File: src/rtl/lotr_img_loader_if.sv
// Byte-stream ingress, word-write egress and load status of the image loader.
// The loader side uses the slave modport; the feeding environment uses master.
interface lotr_img_loader_if #(
    parameter int ADDR_W = 32
);
    logic              ByteValidQnnnH;
    logic [7:0]        ByteDataQnnnH;
    logic              ByteReadyQnnnH;
    logic              MemWrEnQnnnH;
    logic [ADDR_W-1:0] MemWrAddrQnnnH;
    logic [31:0]       MemWrDataQnnnH;
    logic              MemWrReadyQnnnH;
    logic              CoreRstQnnnH;
    logic              LoadDoneQnnnH;
    logic              LoadErrQnnnH;

    modport master (
        output ByteValidQnnnH, ByteDataQnnnH, MemWrReadyQnnnH,
        input  ByteReadyQnnnH, MemWrEnQnnnH, MemWrAddrQnnnH,
        input  MemWrDataQnnnH, CoreRstQnnnH, LoadDoneQnnnH, LoadErrQnnnH
    );

    modport slave (
        input  ByteValidQnnnH, ByteDataQnnnH, MemWrReadyQnnnH,
        output ByteReadyQnnnH, MemWrEnQnnnH, MemWrAddrQnnnH,
        output MemWrDataQnnnH, CoreRstQnnnH, LoadDoneQnnnH, LoadErrQnnnH
    );
endinterface

File: src/rtl/lotr_img_loader.sv
// Streams a record-based boot image into tile memory, holding the cores in reset.
// Optional per-record checksum byte: define LOTR_LOADER_CHKSUM_EN.
module lotr_img_loader #(
    parameter int ADDR_W = 32
) (
    input logic              QClk,
    input logic              RstQnnnH,
    lotr_img_loader_if.slave bus
);

    typedef enum logic [2:0] {
        HDR_ADDR,
        HDR_CNT,
        DATA,
        WRITE,
        DONE,
        ERR
`ifdef LOTR_LOADER_CHKSUM_EN
        , CHK
`endif
    } state_t;

    state_t            state;
    logic [1:0]        idx;
    logic [23:0]       shReg;
    logic [15:0]       wordCnt;
    logic              byteReady;
    logic              wrEn;
    logic [ADDR_W-1:0] wrAddr;
    logic [31:0]       wrData;
    logic              coreRst;
    logic              loadDone;
    logic              loadErr;
    logic              take;
    logic [7:0]        byteIn;
`ifdef LOTR_LOADER_CHKSUM_EN
    logic [7:0]        sum;
    logic              isEnd;
`endif

    assign take   = byteReady & bus.ByteValidQnnnH;
    assign byteIn = bus.ByteDataQnnnH;

    assign bus.ByteReadyQnnnH = byteReady;
    assign bus.MemWrEnQnnnH   = wrEn;
    assign bus.MemWrAddrQnnnH = wrAddr;
    assign bus.MemWrDataQnnnH = wrData;
    assign bus.CoreRstQnnnH   = coreRst;
    assign bus.LoadDoneQnnnH  = loadDone;
    assign bus.LoadErrQnnnH   = loadErr;

    // Bytes shift in from the top so shReg holds {b2,b1,b0} after three bytes.
    always_ff @(posedge QClk or posedge RstQnnnH) begin
        if (RstQnnnH) begin
            state     <= HDR_ADDR;
            idx       <= '0;
            shReg     <= '0;
            wordCnt   <= '0;
            byteReady <= 1'b0;
            wrEn      <= 1'b0;
            wrAddr    <= '0;
            wrData    <= '0;
            coreRst   <= 1'b1;
            loadDone  <= 1'b0;
            loadErr   <= 1'b0;
`ifdef LOTR_LOADER_CHKSUM_EN
            sum       <= '0;
            isEnd     <= 1'b0;
`endif
        end else begin
`ifdef LOTR_LOADER_CHKSUM_EN
            if (take) sum <= 8'(sum + byteIn);
`endif
            unique case (state)
                HDR_ADDR: begin
                    byteReady <= 1'b1;
                    if (take) begin
                        shReg <= {byteIn, shReg[23:8]};
                        idx   <= idx + 2'd1;
                        if (idx == 2'd3) begin
                            if (shReg[1:0] != 2'b00) begin
                                state     <= ERR;
                                byteReady <= 1'b0;
                                loadErr   <= 1'b1;
                            end else begin
                                wrAddr <= ADDR_W'({byteIn, shReg});
                                state  <= HDR_CNT;
                            end
                        end
                    end
                end
                HDR_CNT: begin
                    byteReady <= 1'b1;
                    if (take) begin
                        shReg <= {byteIn, shReg[23:8]};
                        idx   <= (idx == 2'd1) ? 2'd0 : 2'd1;
                        if (idx == 2'd1) begin
                            wordCnt <= {byteIn, shReg[23:16]};
                            if ({byteIn, shReg[23:16]} == 16'd0) begin
`ifdef LOTR_LOADER_CHKSUM_EN
                                state <= CHK;
                                isEnd <= 1'b1;
`else
                                state     <= DONE;
                                byteReady <= 1'b0;
                                loadDone  <= 1'b1;
                                coreRst   <= 1'b0;
`endif
                            end else begin
                                state <= DATA;
                            end
                        end
                    end
                end
                DATA: begin
                    byteReady <= 1'b1;
                    if (take) begin
                        shReg <= {byteIn, shReg[23:8]};
                        idx   <= idx + 2'd1;
                        if (idx == 2'd3) begin
                            wrData    <= {byteIn, shReg};
                            wrEn      <= 1'b1;
                            byteReady <= 1'b0;
                            state     <= WRITE;
                        end
                    end
                end
                WRITE: begin
                    if (bus.MemWrReadyQnnnH) begin
                        wrEn      <= 1'b0;
                        wrAddr    <= wrAddr + ADDR_W'(4);
                        wordCnt   <= wordCnt - 16'd1;
                        byteReady <= 1'b1;
                        if (wordCnt == 16'd1) begin
`ifdef LOTR_LOADER_CHKSUM_EN
                            state <= CHK;
                            isEnd <= 1'b0;
`else
                            state <= HDR_ADDR;
`endif
                        end else begin
                            state <= DATA;
                        end
                    end
                end
`ifdef LOTR_LOADER_CHKSUM_EN
                CHK: begin
                    byteReady <= 1'b1;
                    if (take) begin
                        sum <= '0;
                        if (8'(sum + byteIn) != 8'd0) begin
                            state     <= ERR;
                            byteReady <= 1'b0;
                            loadErr   <= 1'b1;
                        end else if (isEnd) begin
                            state     <= DONE;
                            byteReady <= 1'b0;
                            loadDone  <= 1'b1;
                            coreRst   <= 1'b0;
                        end else begin
                            state <= HDR_ADDR;
                        end
                    end
                end
`endif
                default: ;
            endcase
        end
    end

endmodule

File: src/flat_wrapper.sv
// flat-port wrapper written by rule: the top's interface ports become plain ports
module lotr_img_loader_flat 
#(
    parameter int ADDR_W = 32
)
  (QClk, RstQnnnH, bus_ByteValidQnnnH, bus_ByteDataQnnnH, bus_MemWrReadyQnnnH, bus_ByteReadyQnnnH, bus_MemWrEnQnnnH, bus_MemWrAddrQnnnH, bus_MemWrDataQnnnH, bus_CoreRstQnnnH, bus_LoadDoneQnnnH, bus_LoadErrQnnnH);
  lotr_img_loader_if #(.ADDR_W(ADDR_W)) bus_i ();
  input logic QClk;
  input logic RstQnnnH;
  input wire logic [$bits(bus_i.ByteValidQnnnH)-1:0] bus_ByteValidQnnnH;
  input wire logic [$bits(bus_i.ByteDataQnnnH)-1:0] bus_ByteDataQnnnH;
  input wire logic [$bits(bus_i.MemWrReadyQnnnH)-1:0] bus_MemWrReadyQnnnH;
  output wire logic [$bits(bus_i.ByteReadyQnnnH)-1:0] bus_ByteReadyQnnnH;
  output wire logic [$bits(bus_i.MemWrEnQnnnH)-1:0] bus_MemWrEnQnnnH;
  output wire logic [$bits(bus_i.MemWrAddrQnnnH)-1:0] bus_MemWrAddrQnnnH;
  output wire logic [$bits(bus_i.MemWrDataQnnnH)-1:0] bus_MemWrDataQnnnH;
  output wire logic [$bits(bus_i.CoreRstQnnnH)-1:0] bus_CoreRstQnnnH;
  output wire logic [$bits(bus_i.LoadDoneQnnnH)-1:0] bus_LoadDoneQnnnH;
  output wire logic [$bits(bus_i.LoadErrQnnnH)-1:0] bus_LoadErrQnnnH;
  assign bus_i.ByteValidQnnnH = bus_ByteValidQnnnH;
  assign bus_i.ByteDataQnnnH = bus_ByteDataQnnnH;
  assign bus_i.MemWrReadyQnnnH = bus_MemWrReadyQnnnH;
  assign bus_ByteReadyQnnnH = bus_i.ByteReadyQnnnH;
  assign bus_MemWrEnQnnnH = bus_i.MemWrEnQnnnH;
  assign bus_MemWrAddrQnnnH = bus_i.MemWrAddrQnnnH;
  assign bus_MemWrDataQnnnH = bus_i.MemWrDataQnnnH;
  assign bus_CoreRstQnnnH = bus_i.CoreRstQnnnH;
  assign bus_LoadDoneQnnnH = bus_i.LoadDoneQnnnH;
  assign bus_LoadErrQnnnH = bus_i.LoadErrQnnnH;
  lotr_img_loader #(.ADDR_W(ADDR_W)) u_core (.QClk(QClk), .RstQnnnH(RstQnnnH), .bus(bus_i));
endmodule
File: config.mk
export PLATFORM = sky130hd
export DESIGN_NAME = lotr_img_loader_flat
export DESIGN_NICKNAME = d
export VERILOG_FILES = /design/src/rtl/lotr_img_loader_if.sv /design/src/rtl/lotr_img_loader.sv /design/src/flat_wrapper.sv
export SDC_FILE = /design/constraint.sdc
export NUM_CORES = 1
export LEC_CHECK = 0
export ABC_AREA = 1
export BUFFER_PORTS_ARGS = -buffer_cell sky130_fd_sc_hd__buf_2
export CAP_MARGIN = 10
export CORE_MARGIN = 1
export CORE_UTILIZATION = 49
export CTS_CLUSTER_DIAMETER = 60
export CTS_CLUSTER_SIZE = 14
export DETAILED_ROUTE_END_ITERATION = 10
export PLACE_DENSITY = 0.69
export REMOVE_ABC_BUFFERS = 1
export SETUP_SLACK_MARGIN = 0.15
export SYNTH_ARGS = -nofsm -noshare
export SYNTH_HDL_FRONTEND = slang
export SYNTH_SLANG_ARGS = --single-unit
File: constraint.sdc
create_clock -name QClk -period 11.3 [get_ports QClk]
set_clock_uncertainty 0.2 [all_clocks]
set_input_delay 2.26 -clock QClk [delete_from_list [all_inputs] [get_ports QClk]]
set_output_delay 2.26 -clock QClk [all_outputs]
set_load 0.005 [all_outputs]
==> results_dict.tcl, run 1 <==
set metrics [dict create \
    status "finished clean" \
    maxCapViolCount 0 \
    hp-class "reg -> reg" \
    totalWireLength_um 15400 \
    setup_violations 0 \
    clockBufferDepth 2 \
    ctsHoldBuffers 0 \
    overflow 0 \
    cp-end-kind "flop" \
    cts_setup_buffers 0 \
    grt_pass1_vias 5000 \
    cts_resized 0 \
    mostFrequentLayoutCells "nand2_1, nor2_1, dfrtp_1" \
    drt-initial-drc-count 477 \
    max_freq_ghz 0.274 \
    synth_top_area_frac 0.460 \
    synthCells 829 \
    placed_area_um2 6610 \
    period_share 0.323 \
    cts_sinks 114 \
    synth_edf_count 0 \
    crit_type "in -> reg" \
    nFillCells 1129 \
    ys_ff_latch 114 \
    route.detailed.drc 0 \
    drive_gt1_frac 0.159 \
    grt_pass1_wl_um 25500 \
    vias 5478 \
    start_util 0.508 \
    multi_input_area_um2 2760 \
    finalHoldViolCount 0 \
    utilization 0.599 \
    die_h_um 114 \
    hpwl_um 10900 \
    cts-buffers-inserted 17 \
    ys.warnings.count 0 \
    synthToLayoutAreaGrowth_pct 17.9 \
    grt_max_degree 77 \
    io_buffers 80 \
    fp.coreArea_um2 12100 \
    core.rowCount 40 \
    cts_root_buf "clkbuf_16" \
    vdd_drop_max_uv 112 \
    grt_setup_unrepaired "false" \
    yosysSeqAreaShare 0.464 \
    die_w_um 114 \
    antenna_left 0 \
    yosysTopAreaCell "dfrtp_1" \
    required_ns 11.36 \
    ios 81 \
    via_per_inst 5.05 \
    final_cell_area_um2 7260 \
    grtUsageTotal 0.256 \
    dieArea_um2 13000 \
    slew_headroom 0.366 \
    cp.arrival_ns 3.71 \
    antenna_cells 0 \
    cts_tree "done" \
    fin_nets 921 \
    async_flop_share 1.00 \
    synth_cell_types 39 \
    startpoint_type "input pin" \
    synth_flop_cell "dfrtp_1" \
    power_density_nw_per_um2 138 \
    routabilityCongestion 0.889 \
    fin_setup_tns_ns 0 \
    final_common_cell "nand2_1" \
    p_leak_nw 3.67 \
    cts.reportedPaths.clkPinSlew_ns 0.06 \
    clkLatencyLatePin_ns 0.41 \
    synthTopCellsByArea "dfrtp_1, nand2_1, nor2_1" \
    dr.pass1.iters 4 \
    wl_per_cell_um 14.2 \
    grt_antenna_before_repair 0 \
    slew_viol_final 0 \
    htreeDepth 4 \
    final-seq-area_um2 2850 \
    synth.avg_cell_area_um2 7.42 \
    crit_fanout 57 \
    syn-cell-area_um2 6150 \
    fin_crit_ns 3.65 \
    worst_slew_pin_slew_ns 0.951 \
]
-- power by group --
part,switching [mW],internal (mW),total (mW)
Clock,0.191,0.386,0.577
Sequential,0,0.409,0.409
Combinational,0.0129,0.00250,0.0154
Total,0.204,0.798,1.00
-- cell families after synthesis --
kind of cell,after synthesis,synth area share
simple gates,428,0.284
compound gates,145,0.135
buf+inv,125,0.0891
flops,114,0.464
xor+xnor,12,0.0171
fa+ha+maj,5,0.0102
-- critical path, stage by stage --
cell and delay (ns):
buf_2 0.07, nand2_1 0.15, nor2_2 0.22, inv_1 0.13, nor2_4 0.23, inv_2 0.37
nand2_1 0.15, o21ai_0 0.11
-- per-stage QoR --
step           cells  setup WS (ns)  hold WS, ns  total power [mW]
3_3_place_gp    1053           7.27        0.237             0.432
4_1_cts         1085           7.64        0.255              1.01
5_1_grt         1085           7.44        0.260              1.03
6_report        1085           7.65        0.249              1.00
3_5_place_dp    1053           7.25        0.245             0.432
2_1_floorplan    803           5.83        0.242             0.424
-- metal layers --
layer / vias up / share of wire / wire (um) / track usage
li1: 2767 / - / - / -
met1: 2525 / 0.48 / 7420 / 0.361
met3: 26 / 0.052 / 808 / 0.0492
met4: 0 / 0.019 / 291 / 0.0996
met2: 160 / 0.45 / 6930 / 0.390
met5: - / 0 / 0 / 0
-- path summary, 6_finish.rpt --
kind	startpoint	endpoint	slack, ns	cells after the start
worst max-delay path	bus_ByteValidQnnnH	u_core.bus.MemWrDataQnnnH[0]$_DFFE_PP0P_	7.65	8
worst min-delay path	u_core.bus.CoreRstQnnnH$_DFFE_PP1P_	u_core.bus.CoreRstQnnnH$_DFFE_PP1P_	0.25	2
worst max register to register	u_core.state[1]$_DFFE_PP0P_	u_core.bus.MemWrAddrQnnnH[23]$_DFFE_PP0P_	8.80	11
worst min register to register	u_core.bus.CoreRstQnnnH$_DFFE_PP1P_	u_core.bus.CoreRstQnnnH$_DFFE_PP1P_	0.25	2
max in group asynchronous	RstQnnnH	u_core.bus.MemWrAddrQnnnH[1]$_DFFE_PP0P_	7.91	3
min in group asynchronous	RstQnnnH	u_core.bus.MemWrDataQnnnH[16]$_DFFE_PP0P_	1.67	2
-- sequential cells by signal, summed over array words and instances, names as in the netlist --
| register | count |
|---|---|
| u_core.bus.LoadDoneQnnnH | 1 |
| u_core.shReg | 24 |
| u_core.wordCnt | 16 |
| u_core.bus.LoadErrQnnnH | 1 |
| u_core.bus.MemWrDataQnnnH | 32 |
| u_core.bus.ByteReadyQnnnH | 1 |
| u_core.bus.CoreRstQnnnH | 1 |
| u_core.idx | 2 |
| u_core.bus.MemWrEnQnnnH | 1 |
| u_core.bus.MemWrAddrQnnnH | 32 |
| u_core.state | 3 |
-- cell usage after synthesis, types with 3 or more instances --
cell	instances
o22ai_1	3
xor2_1	7
nand2_1	242
nand4_1	6
o21ai_0	70
nor2_1	125
clkbuf_1	5
o21bai_1	3
a31oi_1	5
buf_2	12
a22oi_1	3
o21ai_1	21
buf_6	6
o21ai_2	9
xnor2_1	5
nand3b_1	3
a21oi_1	24
nand3_1	36
inv_2	8
nor3_1	6
ha_1	5
dfrtp_1	113
inv_1	91
-- layout make-up --
type                    instances  share of cell area
inverters                      99              0.0516
clock buffers                  20              0.0643
well taps                     168              0.0290
multi-input cells             590               0.380
clock inverters                12              0.0248
flip-flops and latches        114               0.393
repair buffers                 82              0.0573
Note: power is estimated with default switching activity, not from simulation.
==> inputs of run 2 (changes only) <==
--- a/config.mk
+++ b/config.mk
@@ -13,7 +13,7 @@
 export CTS_CLUSTER_DIAMETER = 60
 export CTS_CLUSTER_SIZE = 14
 export DETAILED_ROUTE_END_ITERATION = 10
-export PLACE_DENSITY = 0.69
+export PLACE_DENSITY = 0.72
 export REMOVE_ABC_BUFFERS = 1
 export SETUP_SLACK_MARGIN = 0.15
 export SYNTH_ARGS = -nofsm -noshare
==> constraint.sdc (replaced) <==
create_clock -name QClk -period 3.2 [get_ports QClk]
set_clock_uncertainty 0.2 [all_clocks]
set_input_delay 0.64 -clock QClk [delete_from_list [all_inputs] [get_ports QClk]]
set_output_delay 0.64 -clock QClk [all_outputs]
set_load 0.005 [all_outputs]
==> run 2 against run 1 <==
  * Hold slack worse by 0.17 ns
  * Setup slack worse by 6.7 ns
  * Clock power rose to 3.3 times the previous value
  * Core utilization about the same
  * Clock-buffer cell count up 3
  * Global-route usage up 0.060 points
  * Critical path type is now reg -> reg
  * Critical endpoint is now u_core.bus.MemWrAddrQnnnH[23]$_DFFE_PP0P_
  * Largest power group unchanged
==> results_dict.tcl, run 2 (synthesized netlist as in run 1, its figures left out) <==
set metrics [dict create \
    status "finished clean" \
    reg2reg_slack_ns 0.95 \
    die_w_um 114 \
    vdd_drop_max_uv 392 \
    nFillCells 1144 \
    crit_type "reg -> reg" \
    required_ns 3.30 \
    worst_slew_pin_slew_ns 0.832 \
    cts_setup_buffers 0 \
    totalWireLength_um 15400 \
    ctsHoldBuffers 0 \
    setup_violations 0 \
    period_share 0.704 \
    drive_gt1_frac 0.163 \
    core.rowCount 40 \
    cts_root_buf "clkbuf_16" \
    p_leak_nw 3.68 \
    maxCapViolCount 0 \
    crit_fanout 37 \
    worst_path_max_delay_cell "dfrtp_1" \
    fin_crit_ns 2.25 \
    cp-end-kind "flop" \
    grt_antenna_before_repair 0 \
    wl_per_cell_um 14.1 \
    cp.arrival_ns 2.35 \
    grtUsageTotal 0.256 \
    fin_nets 926 \
    slew_viol_final 0 \
    overflow 0 \
    cts_tree "done" \
    dieArea_um2 13000 \
    cts_resized 0 \
    crit_family "simple AND/OR/NAND/NOR gates" \
    antenna_cells 0 \
    final_cell_area_um2 7260 \
    fin_setup_tns_ns 0 \
    cp.depth 10 \
    grt_pass1_wl_um 25700 \
    hpwl_um 11000 \
    clkLatencyLatePin_ns 0.41 \
    grt_setup_unrepaired "false" \
    cts-buffers-inserted 17 \
    vias 5614 \
    multi_input_area_um2 2760 \
    finalHoldViolCount 0 \
    cts_sinks 114 \
    slowest_delay_ns 0.47 \
    route.detailed.drc 0 \
    dr.pass1.iters 4 \
    cp_num_buf_inv 2 \
    fp.coreArea_um2 12100 \
    io_buffers 80 \
    ios 81 \
    routabilityCongestion 0.942 \
    grt_max_degree 58 \
    drt-initial-drc-count 473 \
    max_freq_ghz 0.444 \
    r2r-start "u_core.state[2]$_DFFE_PP0P_" \
    crit_start "u_core.state[2]$_DFFE_PP0P_" \
    mostFrequentLayoutCells "nand2_1, nor2_1, dfrtp_1" \
    die_h_um 114 \
    r2r-end "u_core.bus.MemWrAddrQnnnH[23]$_DFFE_PP0P_" \
    via_per_inst 5.15 \
    final_common_cell "nand2_1" \
    hp-class "in -> async" \
    antenna_left 0 \
    htreeDepth 4 \
    path_cells "nor2_4 -> nand2_2 -> o21ai_2 -> inv_2 -> nor2_8 -> nand2_2 -> nand2_1 -> nand2_1 -> nand2_1 -> inv_1" \
    cts.reportedPaths.clkPinSlew_ns 0.05 \
    endpoint "u_core.bus.MemWrAddrQnnnH[23]$_DFFE_PP0P_" \
    clockBufferDepth 2 \
    grt_pass1_vias 5132 \
    power_density_nw_per_um2 470 \
    final-seq-area_um2 2850 \
    crit_path_frequent_cell "nand2_1" \
    synthToLayoutAreaGrowth_pct 18.0 \
    start_util 0.508 \
    r2r_cells 10 \
    placed_area_um2 6660 \
    startpoint_type "flop" \
    slew_headroom 0.445 \
]
run 2: changes by cell type in the layout (fill, tap and decap cells not counted), sizes merged:
cell,change
buf,+5
clkbuf,+3
bufinv,-2
clkinv,-2
clkinvlp,+1
run 2: area by class of cell:
type | instances | share of cell area
inverters | 99 | 0.0515
flip-flops and latches | 114 | 0.393
clock inverters | 9 | 0.0141
multi-input cells | 590 | 0.380
clock buffers | 23 | 0.0686
well taps | 168 | 0.0290
repair buffers | 87 | 0.0641
run 2: routing by layer:
layer,share of wire,vias up,global-route usage
li1,-,2785,-
met1,0.47,2607,0.366
met2,0.45,204,0.390
met5,0,-,0
met3,0.067,18,0.0598
met4,0.012,0,0.0719
run 2: worst register-to-register path, cell delays in order (launching register included):
cell	delay, ns
dfrtp_1	0.47
nor2_4	0.18
nand2_2	0.10
o21ai_2	0.22
inv_2	0.10
nor2_8	0.39
nand2_2	0.22
nand2_1	0.11
nand2_1	0.05
nand2_1	0.05
inv_1	0.03
run 2: worst min-delay path by stage:
stage / startpoint / to / slack, ns / cells after the start
2_1_floorplan: u_core.bus.CoreRstQnnnH$_DFFE_PP1P_ / u_core.bus.CoreRstQnnnH$_DFFE_PP1P_ / 0.24 / 2
3_3_place_gp: u_core.bus.CoreRstQnnnH$_DFFE_PP1P_ / u_core.bus.CoreRstQnnnH$_DFFE_PP1P_ / 0.24 / 2
3_5_place_dp: u_core.bus.CoreRstQnnnH$_DFFE_PP1P_ / u_core.bus.CoreRstQnnnH$_DFFE_PP1P_ / 0.24 / 2
4_1_cts: RstQnnnH / u_core.idx[0]$_DFFE_PP0P_ / 0.10 / 2
5_1_grt: RstQnnnH / u_core.state[0]$_DFFE_PP0P_ / 0.13 / 2
6_report: RstQnnnH / u_core.bus.ByteReadyQnnnH$_DFFE_PP0P_ / 0.08 / 2
run 2: per-stage QoR:
step | setup WS [ns] | utilization | power (mW) | hold WS, ns | std cells
after global placement | 0.860 | 0.550 | 1.53 | 0.239 | 1058
after CTS | 0.961 | 0.599 | 3.42 | 0.100 | 1090
final | 0.948 | 0.599 | 3.41 | 0.0794 | 1090
after global routing | 0.748 | 0.599 | 3.51 | 0.130 | 1090
after detailed placement | 0.773 | 0.550 | 1.53 | 0.245 | 1058
after floorplan | -0.654 | - | 1.50 | 0.242 | 803
run 2: report_power, final:
part,internal (mW),switching [mW]
Combinational,0.0122,0.0468
Clock,1.24,0.668
Sequential,1.44,0
